==> src/rtl/crc4_tx_framer.sv <==
// Transmit framer: latches one 64-bit payload plus addresses, computes its CRC-4 (x^4+x+1)
// bit-serially, then holds the frame until downstream accepts it. Optional: CRC_ERR_INJECT_EN.
module crc4_tx_framer #(
    parameter int unsigned BITS_PER_CYCLE = 1,
    parameter logic [3:0]  CRC_INIT       = 4'h0
) (
    input  logic        clock,
    input  logic        reset_n,
    input  logic        inValid,
    output logic        inReady,
    input  logic [63:0] inData,
    input  logic [3:0]  inSender,
    input  logic [3:0]  inReceiver,
    output logic        outValid,
    input  logic        outReady,
    output logic [63:0] outData,
    output logic [3:0]  outCRC,
    output logic [3:0]  outSender,
    output logic [3:0]  outReceiver
`ifdef CRC_ERR_INJECT_EN
    ,
    input  logic        errInject
`endif
);

    localparam int unsigned N     = 64 / BITS_PER_CYCLE;
    localparam int unsigned CNT_W = $clog2(N) + 1;

    generate
        if (!(BITS_PER_CYCLE == 1 || BITS_PER_CYCLE == 2 || BITS_PER_CYCLE == 4 ||
              BITS_PER_CYCLE == 8 || BITS_PER_CYCLE == 16)) begin : g_bad_bpc
            $error("crc4_tx_framer: BITS_PER_CYCLE must be 1, 2, 4, 8 or 16");
        end
    endgenerate

    typedef enum logic [1:0] {
        IDLE,
        CALC,
        HOLD
    } state_t;

    state_t             state_q, state_d;
    logic [63:0]        shift_q, shift_d;
    logic [63:0]        data_q, data_d;
    logic [3:0]         crc_q, crc_d;
    logic [3:0]         sender_q, sender_d;
    logic [3:0]         receiver_q, receiver_d;
    logic [CNT_W-1:0]   cnt_q, cnt_d;
    logic [3:0]         crc_next;

`ifdef CRC_ERR_INJECT_EN
    logic err_q, err_d;

    always_ff @(posedge clock or negedge reset_n) begin
        if (!reset_n) begin
            err_q <= 1'b0;
        end else begin
            err_q <= err_d;
        end
    end
`else
    logic err_q;
    assign err_q = 1'b0;
`endif

    // MSB-first serial division; feedback taps x^1 and x^0 of the polynomial.
    function automatic logic [3:0] crc_step(input logic [3:0] c,
                                            input logic [BITS_PER_CYCLE-1:0] bits);
        logic [3:0]                r;
        logic [BITS_PER_CYCLE-1:0] b;
        logic                      fb;
        r = c;
        b = bits;
        for (int unsigned i = 0; i < BITS_PER_CYCLE; i++) begin
            fb = r[3] ^ b[BITS_PER_CYCLE-1];
            r  = {r[2:0], 1'b0} ^ (fb ? 4'h3 : 4'h0);
            b  = b << 1;
        end
        return r;
    endfunction

    always_ff @(posedge clock or negedge reset_n) begin
        if (!reset_n) begin
            state_q    <= IDLE;
            shift_q    <= '0;
            data_q     <= '0;
            crc_q      <= '0;
            sender_q   <= '0;
            receiver_q <= '0;
            cnt_q      <= '0;
        end else begin
            state_q    <= state_d;
            shift_q    <= shift_d;
            data_q     <= data_d;
            crc_q      <= crc_d;
            sender_q   <= sender_d;
            receiver_q <= receiver_d;
            cnt_q      <= cnt_d;
        end
    end

    always_comb begin
        state_d    = state_q;
        shift_d    = shift_q;
        data_d     = data_q;
        crc_d      = crc_q;
        sender_d   = sender_q;
        receiver_d = receiver_q;
        cnt_d      = cnt_q;
        inReady    = 1'b0;
        outValid   = 1'b0;
        crc_next   = crc_step(crc_q, shift_q[63 -: BITS_PER_CYCLE]);
`ifdef CRC_ERR_INJECT_EN
        err_d      = err_q;
`endif

        case (state_q)
            IDLE: begin
                inReady = 1'b1;
                if (inValid) begin
                    shift_d    = inData;
                    data_d     = inData;
                    sender_d   = inSender;
                    receiver_d = inReceiver;
                    crc_d      = CRC_INIT;
                    cnt_d      = '0;
`ifdef CRC_ERR_INJECT_EN
                    err_d      = errInject;
`endif
                    state_d    = CALC;
                end
            end
            CALC: begin
                crc_d   = crc_next;
                shift_d = shift_q << BITS_PER_CYCLE;
                cnt_d   = cnt_q + CNT_W'(1);
                if (cnt_q == CNT_W'(N - 1)) begin
                    // Corruption (if requested) is applied once, as the final CRC is captured.
                    crc_d   = crc_next ^ {3'b000, err_q};
                    state_d = HOLD;
                end
            end
            HOLD: begin
                outValid = 1'b1;
                if (outReady) begin
                    state_d = IDLE;
                end
            end
            default: begin
                state_d = IDLE;
            end
        endcase
    end

    assign outData     = data_q;
    assign outCRC      = crc_q;
    assign outSender   = sender_q;
    assign outReceiver = receiver_q;

endmodule

==> config.mk <==
export PLATFORM = sky130hd
export DESIGN_NAME = crc4_tx_framer
export DESIGN_NICKNAME = d
export VERILOG_FILES = /design/src/rtl/crc4_tx_framer.sv
export SDC_FILE = /design/constraint.sdc
export NUM_CORES = 1
export LEC_CHECK = 0
export CAP_MARGIN = 15
export CORE_MARGIN = 10
export CORE_UTILIZATION = 51
export DETAILED_ROUTE_END_ITERATION = 12
export PLACE_DENSITY = 0.81
export SKIP_LAST_GASP = 1
export SYNTH_ARGS = -nofsm -noshare
export SYNTH_HDL_FRONTEND = slang
export SYNTH_SLANG_ARGS = --single-unit
==> constraint.sdc <==
create_clock -name clock -period 1.9 [get_ports clock]
set_clock_uncertainty 0.1 [all_clocks]
set_input_delay 0.475 -clock clock [delete_from_list [all_inputs] [get_ports clock]]
set_output_delay 0.475 -clock clock [all_outputs]
set_load 0.1 [all_outputs]
==> flow_metrics.py, run 1 <==
metrics = {
    "outcome": {
        "outcome": "complete, no violations",
    },
    "placement": {
        "portBuffers": 153,
        "gp_congestion": 0.7605,
        "hpwl_mm": 12.63,
        "pre_cts_slack_ns": 0.04930,
        "placed_area_um2": 9405,
    },
    "timing": {
        "grt_setup_unrepaired": "true",
        "fin_ws_ns": 0.03624,
        "max_freq_ghz": 0.5366,
        "setup_violations": 0,
        "hold_violations": 0,
        "period_share_pct": 98.09,
        "slew_headroom_pct": 72.63,
        "min_period_ns": 1.864,
        "worst_pin_slew_ns": 0.4105,
        "slew_viol_final": 0,
    },
    "floorplan": {
        "die_y_um": 136.6,
        "io_pins": 154,
        "core_area_um2": 13300,
        "start_util_pct": 52.18,
        "rows": 42,
        "fp.dieW_um": 136.6,
        "die_area_um2": 18670,
    },
    "critical_path": {
        "startpoint_type": "register",
        "path_max_fanout": 4,
        "crit_chain": "buf_12 -> nor2b_4 -> buf_12",
        "required_ns": 1.32,
        "critPathSlowestCell": "dfrtp_2",
        "end_kind": "primary output",
        "crit_end": "outValid",
        "r2r_start": "state_q[0]$_DFFE_PN0P_",
        "cpPeakStageDelay_ns": 0.42,
        "cp-startpoint": "state_q[0]$_DFFE_PN0P_",
        "cp_common_cell": "buf_12",
        "cp.arrival_ns": 1.29,
        "r2r-end": "outData[47]$_DFFE_PN0P_",
        "r2r_cells": 4,
        "rrSetupSlack_ns": 0.06,
        "worstSetupPathType": "register to primary output",
    },
    "synthesis": {
        "synth_top_flop_cell": "dfrtp_1",
        "postSynthAreaPerCell_um2": 12.11,
        "ys_seq_elements": 149,
        "yosysWarningCount": 0,
        "netlist_area_um2": 6938,
        "syn-num-nets": 650,
        "synth_edf_count": 0,
        "syn-instance-count": 573,
        "ys_seq_area_share_pct": 53.74,
        "postSynth.asyncResetShare_pct": 100.0,
        "ys_types": 32,
    },
    "clock_tree": {
        "cts_sinks": 149,
        "cts_buffers": 17,
        "cts.clk_slew.worst_paths_ns": 0.06,
        "htree_levels": 4,
        "cts.path.max_buffers": 2,
        "clk_latency_ns": 0.41,
        "cts_tree": "yes",
        "cts_root_buf": "clkbuf_16",
    },
    "global_route": {
        "grt_antenna_before_repair": 1,
        "grt_pass1_wl_mm": 30.73,
        "grt_pass1_vias": 5597,
        "grt_util_all_layers_pct": 20.76,
        "grt_max_degree": 51,
        "grt_overflow": 0,
    },
    "routing": {
        "drt-pass1-iter-count": 5,
        "first_iter_violations": 381,
        "totalWireLength_mm": 19.15,
        "vias_per_cell": 5.682,
        "vias": 5227,
        "postRouteAntennaNets": 0,
        "wl_per_cell_um": 20.81,
        "route.detailed.drc": 0,
    },
    "run": {
        "cap_violations": 0,
    },
    "final_layout": {
        "layout_common_cells": "dfrtp_1, buf_12, clkdlybuf4s50_1, mux2_4, o21ai_0",
        "area.growth.synth_to_final_pct": 47.18,
        "drive_above_1_share_pct": 29.74,
        "nets": 807,
        "final_area_um2": 10210,
        "final_common_cell": "dfrtp_1",
    },
    "hold_path": {
        "hp-class": "register to register",
    },
}
==> timing repair <==
| item | in CTS | in global routing |
|---|---|---|
| gates resized for setup | 0 | 2 |
| buffers inserted | 7 | 0 |
| hold endpoints to repair | 36 | 0 |
| cloned | 4 | 0 |
| hold buffers | 1 | 0 |
| setup endpoints to repair | 2 | 4 |
==> cell usage after synthesis (2+ instances only) <==
| library cell | number | area [um2] |
|---|---|---|
| mux2i_1 | 2 | 20.02 |
| dfrtp_1 | 149 | 3729 |
| mux2_4 | 71 | 1066 |
| a22oi_1 | 62 | 465.5 |
| nand2b_1 | 2 | 12.51 |
| clkbuf_1 | 31 | 116.4 |
| or3_1 | 2 | 12.51 |
| nand3_1 | 9 | 45.04 |
| o21ai_0 | 67 | 335.3 |
| buf_6 | 2 | 22.52 |
| nand2_1 | 15 | 56.30 |
| buf_1 | 2 | 7.510 |
| buf_12 | 7 | 140.1 |
| buf_2 | 5 | 25.02 |
| o311ai_0 | 2 | 17.52 |
| nor2b_1 | 66 | 412.9 |
| a21oi_1 | 64 | 320.3 |
==> critical path, delay by kind of cell (launching register included) <==
family / cells / cell delay (ns)
DFF: 1 / 0.42
buffers and inverters: 2 / 0.32
and+or+nand+nor: 1 / 0.13
==> cell type report <==
class	instances	area, um2
clock inverter	9	125.1
inverter	1	3.754
multi-input combinational	375	2909
clock buffer	23	478.0
antenna	1	2.502
timing repair buffer	186	2741
sequential	149	3731
fill	805	3084
tap	176	220.2
==> routing by layer <==
metal | track usage, % | up-vias | share of wire, %
met5 | 0 | - | 0
met1 | 25.19 | 2623 | 40
li1 | - | 2380 | -
met4 | 7.692 | 0 | 1.7
met2 | 34.55 | 199 | 52
met3 | 5.682 | 25 | 6.6
==> logic make-up (layout without fill, tap and decap cells) <==
logic type / count (synthesis) / count (layout) / share of synthesized area [%]
AOI/OAI and AO/OA: 200 / 200 / 17.04
adders and majority gates: 1 / 1 / 0.1803
other: 0 / 1 / 0
buffers and inverters: 49 / 219 / 4.761
and+or+nand+nor: 98 / 98 / 8.206
xor gates and xnor gates: 2 / 2 / 0.2525
DFF: 149 / 149 / 53.74
muxes: 74 / 74 / 15.82
==> flip-flops by register name, indices dropped and copies added (netlist names) <==
signal / count
outCRC: 4
state_q: 2
outData: 64
cnt_q: 7
outSender: 4
shift_q: 64
outReceiver: 4
==> stage by stage <==
step | setup TNS (ns) | std cells | hold WS [ns] | util (%)
global placement | 0 | 875 | 0.3076 | 70.74
floorplan | -0.07113 | 573 | 0.07941 | -
global route | -0.003546 | 920 | 0.4347 | 76.80
detailed placement | 0 | 875 | 0.3141 | 70.74
CTS | 0 | 919 | 0.3834 | 76.73
finish | 0 | 920 | 0.3830 | 76.80
==> worst min-delay path by stage <==
stage / startpoint / end / slack (ns) / cells past startpoint
after CTS: cnt_q[4]$_DFFE_PN0P_ / cnt_q[4]$_DFFE_PN0P_ / 0.38 / 1
final: cnt_q[4]$_DFFE_PN0P_ / cnt_q[4]$_DFFE_PN0P_ / 0.38 / 1
after global placement: reset_n / outData[46]$_DFFE_PN0P_ / 0.31 / 1
after floorplan: reset_n / cnt_q[0]$_DFFE_PN0P_ / 0.08 / 0
after detailed placement: reset_n / outData[47]$_DFFE_PN0P_ / 0.31 / 1
after global routing: cnt_q[5]$_DFFE_PN0P_ / cnt_q[5]$_DFFE_PN0P_ / 0.43 / 1
Power of run 1 is not shown: default switching activity piles up to over one toggle a cycle in this logic, so the estimate is an artifact.
==> run 2, diff against run 1 <==
- CAP_MARGIN: 15 -> 20
==> results of run 2 <==
Final layout, timing and power as in run 1 (identical DEF).
Power of run 2 is left out for the same reason.
